<file path="src/rtl/multicycle_controller.sv">
// Sequencing FSM for a multi-cycle RV32I datapath with one shared memory port.
// Adds a req/ready memory handshake, a wait-cycle watchdog and a retired-instruction counter.
module multicycle_controller #(
  parameter int MEM_TIMEOUT = 255,
  parameter int CNT_WIDTH   = 32
) (
  input  logic                 clk,
  input  logic                 reset,
  input  logic [6:0]           opcode,
  input  logic                 take_branch,
  input  logic                 mem_ready,
  output logic [2:0]           state,
  output logic                 pc_write,
  output logic [1:0]           pc_src,
  output logic                 ir_write,
  output logic                 mem_req,
  output logic                 mem_we,
  output logic                 mem_addr_sel,
  output logic                 reg_write,
  output logic [1:0]           wb_sel,
  output logic                 halted,
  output logic                 fault,
  output logic [CNT_WIDTH-1:0] retired_count
);

  typedef enum logic [2:0] {
    S_FETCH     = 3'd0,
    S_DECODE    = 3'd1,
    S_EXECUTE   = 3'd2,
    S_MEMORY    = 3'd3,
    S_WRITEBACK = 3'd4,
    S_HALT      = 3'd5
  } state_t;

  localparam logic [6:0] OP_OP     = 7'b0110011;
  localparam logic [6:0] OP_OPIMM  = 7'b0010011;
  localparam logic [6:0] OP_LUI    = 7'b0110111;
  localparam logic [6:0] OP_AUIPC  = 7'b0010111;
  localparam logic [6:0] OP_LOAD   = 7'b0000011;
  localparam logic [6:0] OP_STORE  = 7'b0100011;
  localparam logic [6:0] OP_BRANCH = 7'b1100011;
  localparam logic [6:0] OP_JAL    = 7'b1101111;
  localparam logic [6:0] OP_JALR   = 7'b1100111;
  localparam logic [6:0] OP_SYSTEM = 7'b1110011;

  // The counter never needs to hold more than MEM_TIMEOUT-1.
  localparam int WAIT_W = (MEM_TIMEOUT >= 2) ? $clog2(MEM_TIMEOUT) : 1;
  localparam logic [WAIT_W-1:0] TIMEOUT_LAST =
    WAIT_W'((MEM_TIMEOUT > 0) ? MEM_TIMEOUT - 1 : 0);

  state_t                 r_state;
  state_t                 w_next_state;
  logic [WAIT_W-1:0]      r_wait_cnt;
  logic                   r_fault;
  logic [CNT_WIDTH-1:0]   r_retired;

  logic                   w_pc_write;
  logic [1:0]             w_pc_src;
  logic                   w_ir_write;
  logic                   w_mem_req;
  logic                   w_mem_we;
  logic                   w_mem_addr_sel;
  logic                   w_reg_write;
  logic [1:0]             w_wb_sel;
  logic                   w_retire;
  logic                   w_set_fault;
  logic                   w_timeout;
  logic                   w_legal;

  assign w_timeout = (MEM_TIMEOUT != 0) && (r_wait_cnt == TIMEOUT_LAST);

  always_comb begin
    unique case (opcode)
      OP_OP, OP_OPIMM, OP_LUI, OP_AUIPC, OP_LOAD,
      OP_STORE, OP_BRANCH, OP_JAL, OP_JALR, OP_SYSTEM: w_legal = 1'b1;
      default:                                         w_legal = 1'b0;
    endcase
  end

  always_comb begin
    // NOTE: every output of this block gets a default first so no path leaves one unassigned (no latches).
    w_next_state   = r_state;
    w_pc_write     = 1'b0;
    w_pc_src       = 2'd0;
    w_ir_write     = 1'b0;
    w_mem_req      = 1'b0;
    w_mem_we       = 1'b0;
    w_mem_addr_sel = 1'b0;
    w_reg_write    = 1'b0;
    w_wb_sel       = 2'd0;
    w_retire       = 1'b0;
    w_set_fault    = 1'b0;

    case (r_state)
      S_FETCH: begin
        w_mem_req = 1'b1;
        if (mem_ready) begin
          w_ir_write   = 1'b1;
          w_next_state = S_DECODE;
        end else if (w_timeout) begin
          w_set_fault  = 1'b1;
          w_next_state = S_HALT;
        end
      end

      S_DECODE: begin
        if (w_legal) begin
          w_next_state = S_EXECUTE;
        end else begin
          w_set_fault  = 1'b1;
          w_next_state = S_HALT;
        end
      end

      S_EXECUTE: begin
        case (opcode)
          OP_OP, OP_OPIMM, OP_LUI, OP_AUIPC: w_next_state = S_WRITEBACK;
          OP_LOAD, OP_STORE:                 w_next_state = S_MEMORY;
          OP_BRANCH: begin
            w_pc_write   = 1'b1;
            w_pc_src     = take_branch ? 2'd1 : 2'd0;
            w_retire     = 1'b1;
            w_next_state = S_FETCH;
          end
          OP_JAL, OP_JALR: begin
            // Link is written from pc+4 of the current PC, which only updates at this edge.
            w_pc_write   = 1'b1;
            w_pc_src     = 2'd2;
            w_reg_write  = 1'b1;
            w_wb_sel     = 2'd2;
            w_retire     = 1'b1;
            w_next_state = S_FETCH;
          end
          OP_SYSTEM: begin
            w_retire     = 1'b1;
            w_next_state = S_HALT;
          end
          default: begin
            w_set_fault  = 1'b1;
            w_next_state = S_HALT;
          end
        endcase
      end

      S_MEMORY: begin
        w_mem_req      = 1'b1;
        w_mem_addr_sel = 1'b1;
        w_mem_we       = (opcode == OP_STORE);
        if (mem_ready) begin
          w_pc_write   = 1'b1;
          w_retire     = 1'b1;
          w_next_state = S_FETCH;
          if (opcode == OP_LOAD) begin
            w_reg_write = 1'b1;
            w_wb_sel    = 2'd3;
          end
        end else if (w_timeout) begin
          w_set_fault  = 1'b1;
          w_next_state = S_HALT;
        end
      end

      S_WRITEBACK: begin
        w_reg_write  = 1'b1;
        w_wb_sel     = (opcode == OP_LUI) ? 2'd0 : 2'd1;
        w_pc_write   = 1'b1;
        w_retire     = 1'b1;
        w_next_state = S_FETCH;
      end

      S_HALT: w_next_state = S_HALT;

      default: begin
        w_set_fault  = 1'b1;
        w_next_state = S_HALT;
      end
    endcase
  end

  // NOTE: sequential state uses non-blocking assignments so all registers update together at the edge.
  always_ff @(posedge clk or negedge reset) begin
    if (!reset) begin
      r_state    <= S_FETCH;
      r_wait_cnt <= '0;
      r_fault    <= 1'b0;
      r_retired  <= '0;
    end else begin
      r_state <= w_next_state;
      if (w_next_state != r_state) begin
        r_wait_cnt <= '0;
      end else if ((r_state == S_FETCH || r_state == S_MEMORY) && !mem_ready) begin
        r_wait_cnt <= r_wait_cnt + WAIT_W'(1);
      end
      if (w_set_fault) begin
        r_fault <= 1'b1;
      end
      if (w_retire) begin
        r_retired <= r_retired + CNT_WIDTH'(1);
      end
    end
  end

  // Decoded outputs are masked while reset is held so a pending access is dropped at once.
  assign state         = r_state;
  assign pc_write      = reset & w_pc_write;
  assign pc_src        = reset ? w_pc_src : 2'd0;
  assign ir_write      = reset & w_ir_write;
  assign mem_req       = reset & w_mem_req;
  assign mem_we        = reset & w_mem_we;
  assign mem_addr_sel  = reset & w_mem_addr_sel;
  assign reg_write     = reset & w_reg_write;
  assign wb_sel        = reset ? w_wb_sel : 2'd0;
  assign halted        = (r_state == S_HALT);
  assign fault         = r_fault;
  assign retired_count = r_retired;

endmodule

</file>
<file path="config.mk">
export PLATFORM = sky130hd
export DESIGN_NAME = multicycle_controller
export DESIGN_NICKNAME = d
export VERILOG_FILES = /design/src/rtl/multicycle_controller.sv
export SDC_FILE = /design/constraint.sdc
export NUM_CORES = 1
export LEC_CHECK = 0
export CAP_MARGIN = 5
export CORE_MARGIN = 1
export CORE_UTILIZATION = 30
export CTS_CLUSTER_DIAMETER = 80
export CTS_CLUSTER_SIZE = 24
export DETAILED_ROUTE_END_ITERATION = 8
export GPL_TIMING_DRIVEN = 1
export MAX_ROUTING_LAYER = met4
export PLACE_DENSITY_LB_ADDON = 0.12
export SLEW_MARGIN = 20
export SYNTH_ARGS = -nofsm -noshare
export SYNTH_HDL_FRONTEND = slang
export SYNTH_SLANG_ARGS = --single-unit
</file>
<file path="constraint.sdc">
create_clock -name clk -period 1.81 [get_ports clk]
set_input_delay 0.181 -clock clk [delete_from_list [all_inputs] [get_ports clk]]
set_output_delay 0.181 -clock clk [all_outputs]
set_load 0.02 [all_outputs]
</file>
==> results of run 1 <==
-- through the flow --
stage                     TNS, ns  area (um2)  setup WS (ns)  total power, mW   util
after floorplan                 0        2670         0.0129             2.08      -
after global placement     -11.32        3690         -0.614             2.81  0.440
after detailed placement   -12.09        3690         -0.631             2.81  0.440
after CTS                  -0.565        4020        -0.0785             3.62  0.479
after global routing        -4.97        4540         -0.211             4.51  0.541
final                      -0.959        4540        -0.0987             4.24  0.541
-- synthesized netlist by cell type (2+ instances only) --
cell      number  area [um2]
a21o_1         2        15.0
a21oi_1        6        30.0
a31oi_1        2        12.5
and3_1         4        25.0
buf_2          3        15.0
buf_6          2        22.5
clkbuf_1       4        15.0
dfrtp_1       44        1100
ha_1           3        37.5
inv_1          6        22.5
nand2_1       20        75.1
nand2b_1       2        12.5
nand3_1       12        60.1
nand3b_1       3        22.5
nand4_1       12        75.1
nor2_1        28         105
nor2b_1        3        18.8
nor3_1        11        55.1
nor3b_1        3        22.5
nor3b_4        2        37.5
nor4_1         8        50.1
nor4_2         8         100
nor4b_1        3        26.3
nor4b_2        2        30.0
o21ai_0        5        25.0
o31ai_1        2        15.0
or2_2          2        12.5
or3_1          2        12.5
xnor2_1        5        43.8
xor2_1        34         298
-- worst max-delay path: stages, from the launching register on --
cell and delay, ns:
dfrtp_1 0.43, buf_6 0.15, nor3b_4 0.26, buf_4 0.17, a31oi_4 0.14, clkbuf_16 0.23, buf_6 0.12, nor4_4 0.14
xor2_1 0.19
-- registers in the layout (all words and copies together) (netlist names) --
register	cells
retired_count	32
r_wait_cnt	8
state	3
fault	1
-- repair_timing --
action,CTS,global route
gates resized for setup,79,77
buffers inserted,5,13
pin swaps,10,54
setup endpoints to repair,49,48
hold buffers,1,0
endpoints found under the hold margin,20,0
gates cloned,0,3
-- how the worst min path moves through the flow --
stage | start | slack [ns] | end | cells past startpoint
after detailed placement | reset | 0.32 | state[2] | 2
after floorplan | reset | -0.11 | fault | 0
after CTS | retired_count[31] | 0.48 | retired_count[31] | 1
after global routing | retired_count[31] | 0.49 | retired_count[31] | 1
after global placement | reset | 0.32 | state[2] | 2
final | retired_count[31] | 0.47 | retired_count[31] | 1
-- power groups by stage --
stage | clock [mW] | sequential (mW) | combinational, mW
2_1_floorplan | 0 | 1.33 | 0.740
3_3_place_gp | 0 | 1.22 | 1.59
3_5_place_dp | 0 | 1.22 | 1.59
4_1_cts | 0.684 | 1.20 | 1.74
5_1_grt | 0.725 | 1.22 | 2.56
6_report | 0.658 | 1.20 | 2.38
-- routing by layer --
layer,share of wire,GRT usage,vias to the layer above
met5,0,-,-
met4,0.015,0.0535,0
met3,0.031,0.0269,8
met2,0.49,0.263,56
met1,0.46,0.221,1249
li1,-,-,1219
-- layout make-up --
class	count	area, um2	area share
Clock buffer	7	86.3	0.0190
Clock inverter	1	7.51	0.00165
Inverter	6	22.5	0.00496
Multi-Input combinational cell	209	1970	0.434
Sequential cell	44	1100	0.244
Tap cell	105	131	0.0290
Timing Repair Buffer	127	1220	0.268
-- logic make-up after synthesis --
kind of cell               count (synthesis)  synth area share
AOI/OAI and AO/OA                         27            0.0738
and+or+nand+nor                          139             0.335
DFF                                       44             0.414
adders and majority gates                  3            0.0141
muxes                                      1           0.00423
xor gates and xnor gates                  39             0.128
buffers and inverters                     16            0.0310
==> summary.md, run 1 <==
| Metric | Value |
|---|---|
| Worst setup margin | `-0.0987 ns` |
| Final hold slack | `0.473 ns` |
| Worst flop-to-flop path startpoint | `state[1]` |
| Crit path capture | `retired_count[23]` |
| DRC | `0` |
| Routed wire length per instance | `15.3 um` |
| Worst Setup Start Kind | `register` |
| Worst EP arrival | `2.12 ns` |
| H-tree Lvls | `2` |
| First-iteration detailed-routing DRC count | `88` |
| Syn Inst Count | `269` |
| Number of synthesized flops with an enable pin | `0` |
| Vias per Instance | `5.07` |
| Reg2reg end | `retired_count[23]` |
| Post-DP HPWL | `4800 um` |
| Most common cell after layout, fill and taps aside | `buf_4` |
| Pwr/cell area | `935 mW/mm2` |
| Syn Nets | `283` |
| Setup violations, final | `27` |
| Period utilization | `1.05` |
| Row count | `33` |
| Clk pwr share | `0.155` |
| Primary FF master, synth | `dfrtp_1` |
| Max Slew Vio Count | `0` |
| Seq pwr share | `0.283` |
| Worst-Margin Slew | `0.417 ns` |
| Ports | `58` |
| Seq/Total Area, Yosys | `0.414` |
| Asr flop ratio synth | `1.00` |
| WP data required | `2.03 ns` |
| Post-DRT Antenna Nets | `0` |
| Internal Power | `2.55 mW` |
| Combinational share of power | `0.562` |
| Clock sinks | `44` |
| Reg2Reg Depth | `8` |
| Die outline height | `96.2 um` |
| CTS tree | `built` |
| Nets | `407` |
| Initial antenna violation count | `0` |
| GRT overflow | `0` |
| PortBufs | `57` |
| Synthesis-to-layout area growth | `70.5%` |
| Core area | `0.00838 mm2` |
| Die area | `0.00925 mm2` |
| Post-route minimum period | `1.91 ns` |
| Global-route wire length before repair | `11800 um` |
| Layout Skew | `0.00904 ns` |
| Dpl cells | `469` |
| Status | `complete, but fails checks` |
| Switching power total | `1.70 mW` |
| Antenna diodes | `0` |
| Hold WC Path Type | `register to register` |
| Vias in the first global route | `2464` |
| Post-detailed-routing wire length | `7630 um` |
| Initial Util | `0.318` |
| F_max | `524 MHz` |
| Most frequent cells in the layout | `50 x buf_4, 41 x dfrtp_1, 41 x clkdlybuf4s50_1` |
| Clock latency on the worst-skew pair | `0.29 ns` |
| Finished Layout Cells | `499` |
| Kind of critical path | `register to register` |
| Slew HR | `0.722` |
| Leak Pwr | `2.24 nW` |
| Post-synthesis cell area | `0.00266 mm2` |
| Flop2flop setup slack | `-0.1 ns` |
| YS warnings | `0` |
| Largest net degree at the start of global routing | `31` |
| Gp weighted congestion | `0.789` |
| Unique masters post-synth | `56` |
| Peak VDD IR | `722 uV` |
| Failing checks | `negative setup slack` |
| First-pass DRT Iterations | `4` |
| Vias after detailed routing | `2532` |
| Maxcap violations | `0` |
| Fillers | `747` |
| Tot GR Track Use | `0.168` |
| Share of cells above drive strength 1 | `0.398` |
| Switch share | `0.400` |
| RSZ-0062 raised after global routing | `true` |
| Clk pin slew, worst setup/hold paths | `0.09 ns` |
| CTS buffer count | `5` |
| Crit path max fanout | `7` |
| Final hold viol count | `0` |
| Max clock buf depth | `2` |
| Root buffer cell | `clkbuf_8` |
| Die W | `96.2 um` |
| CP endpoint kind | `register` |
| Mapped Avg Cell Area | `9.89 um2` |
| Critical path startpoint | `state[1]` |
| FF+latch count, synth | `44` |
Note: power is estimated with default switching activity, not from simulation.
==> run 2, diff against run 1 <==
- SETUP_SLACK_MARGIN: not set -> 0.5
==> summary.md, run 2 (synthesis gave the netlist of run 1 again) <==
| Metric | Value |
|---|---|
| Status | `complete, but fails checks` |
| Nets | `439` |
| Die area | `0.00925 mm2` |
| Dpl cells | `471` |
| Post-route minimum period | `1.89 ns` |
| Initial antenna violation count | `0` |
| Pwr/cell area | `1020 mW/mm2` |
| Synthesis-to-layout area growth | `93.3%` |
| Kind of critical path | `register to register` |
| Post-DP HPWL | `4920 um` |
| CTS tree | `built` |
| Clock sinks | `44` |
| Clock latency on the worst-skew pair | `0.31 ns` |
| Gp weighted congestion | `0.839` |
| Maxcap violations | `0` |
| Fillers | `675` |
| Clk pin slew, worst setup/hold paths | `0.10 ns` |
| PortBufs | `57` |
| First-pass DRT Iterations | `4` |
| Initial Util | `0.318` |
| Critical Path, Cell by Cell | `buf_6 -> nor3b_4 -> buf_6 -> a31oi_4 -> buf_12 -> buf_6 -> nor4b_4 -> xor2_1` |
| Global-route wire length before repair | `12600 um` |
| Worst Setup Start Kind | `register` |
| Core area | `0.00838 mm2` |
| Vias per Instance | `4.96` |
| Routed wire length per instance | `15.4 um` |
| Crit path max fanout | `6` |
| DRC | `0` |
| Ports | `58` |
| Post-DRT Antenna Nets | `0` |
| Slew HR | `0.723` |
| First-iteration detailed-routing DRC count | `70` |
| Finished Layout Cells | `531` |
| CP top delay family | `buffers and inverters` |
| Most common cell after layout, fill and taps aside | `buf_4` |
| Most frequent cells in the layout | `58 x buf_4, 43 x buf_6, 31 x xor2_1, 31 x dfrtp_1, 26 x dlygate4sd2_1` |
| GRT overflow | `0` |
| Antenna diodes | `0` |
| Hold WC Path Type | `input pin to asynchronous set/reset pin` |
| CP dominant cell by count | `buf_6` |
| Die W | `96.2 um` |
| Post-detailed-routing wire length | `8200 um` |
| Max Slew Vio Count | `0` |
| Worst EP arrival | `2.12 ns` |
| Row count | `33` |
| Peak VDD IR | `802 uV` |
| Largest net degree at the start of global routing | `33` |
| RSZ-0062 raised after global routing | `true` |
| Die outline height | `96.2 um` |
| Tot Pwr | `5.26 mW` |
| Vias after detailed routing | `2634` |
| Period utilization | `1.04` |
| Layout Skew | `0.0114 ns` |
| Share of cells above drive strength 1 | `0.573` |
| Final hold slack | `0.0913 ns` |
| Leak Pwr | `2.60 nW` |
| Final setup TNS | `-0.753 ns` |
| Worst setup margin | `-0.0769 ns` |
| CP endpoint kind | `register` |
| Fin util | `0.614` |
| Worst-Margin Slew | `0.415 ns` |
| F_max | `530 MHz` |
| Max reg flops | `32` |
| Final hold viol count | `0` |
| Worst path bufs/invs | `4` |
| Setup violations, final | `18` |
| H-tree Lvls | `2` |
| Slowest CP cell | `dfrtp_2` |
| Failing checks | `negative setup slack` |
| Root buffer cell | `clkbuf_8` |
| Max clock buf depth | `2` |
| CP peak stage delay | `0.43 ns` |
| Tot GR Track Use | `0.183` |
| WP data required | `2.04 ns` |
| Vias in the first global route | `2561` |
| CTS buffer count | `5` |
run 2: cell count changes in the layout (fill, tap and decap cells not counted), moves of 8 or more:
cell             before  now
buf_4                50   58
buf_6                15   43
clkdlybuf4s50_1      41    2
dfrtp_1              41   31
dfrtp_2               3   13
dlygate4sd2_1         4   26
run 2: timing repair:
| item | CTS | global route |
|---|---|---|
| hold buffers | 1 | 0 |
| resized for setup | 209 | 73 |
| setup buffers | 26 | 21 |
| hold endpoints to repair | 12 | 0 |
| pin swaps | 31 | 57 |
| cloned | 0 | 4 |
| endpoints found under the setup margin | 91 | 72 |
run 2: cell type report:
type | instances | area [um2] | share of cell area
clock buffer | 5 | 68.8 | 0.0134
clock inverter | 3 | 46.3 | 0.00900
inverter | 6 | 26.3 | 0.00511
multi-input combinational | 209 | 2200 | 0.428
sequential | 44 | 1120 | 0.217
tap | 105 | 131 | 0.0255
timing repair buffer | 159 | 1550 | 0.302
run 2: stage by stage:
step	area (um2)	setup slack [ns]
global placement	3950	-0.530
floorplan	2950	0.114
global route	5140	-0.156
CTS	4660	-0.0636
detailed placement	3950	-0.552
finish	5140	-0.0769
run 2: final timing paths:
| path | from | slack, ns | to | cells after the start |
|---|---|---|---|---|
| hold reg to reg | retired_count[31] | 0.47 | retired_count[31] | 1 |
| setup reg to reg | state[2] | -0.08 | retired_count[9] | 8 |
| hold / removal | reset | 0.09 | retired_count[18] | 2 |
| setup / recovery | state[2] | -0.08 | retired_count[9] | 8 |
| max in group asynchronous | reset | 1.06 | r_wait_cnt[1] | 3 |
| min in group clk | retired_count[31] | 0.47 | retired_count[31] | 1 |
run 2: routing by layer:
metal,global-route usage,vias up,routed length [um]
li1,-,1290,-
met1,0.241,1281,3830
met2,0.288,48,3950
met3,0.0292,15,215
met4,0.0547,0,193
met5,-,-,0
run 2: where the power goes:
group | leakage, nW | internal (mW) | switching [mW]
clock network | 0.0548 | 0.416 | 0.372
registers | 0.571 | 1.10 | 0.143
logic | 1.98 | 1.74 | 1.48
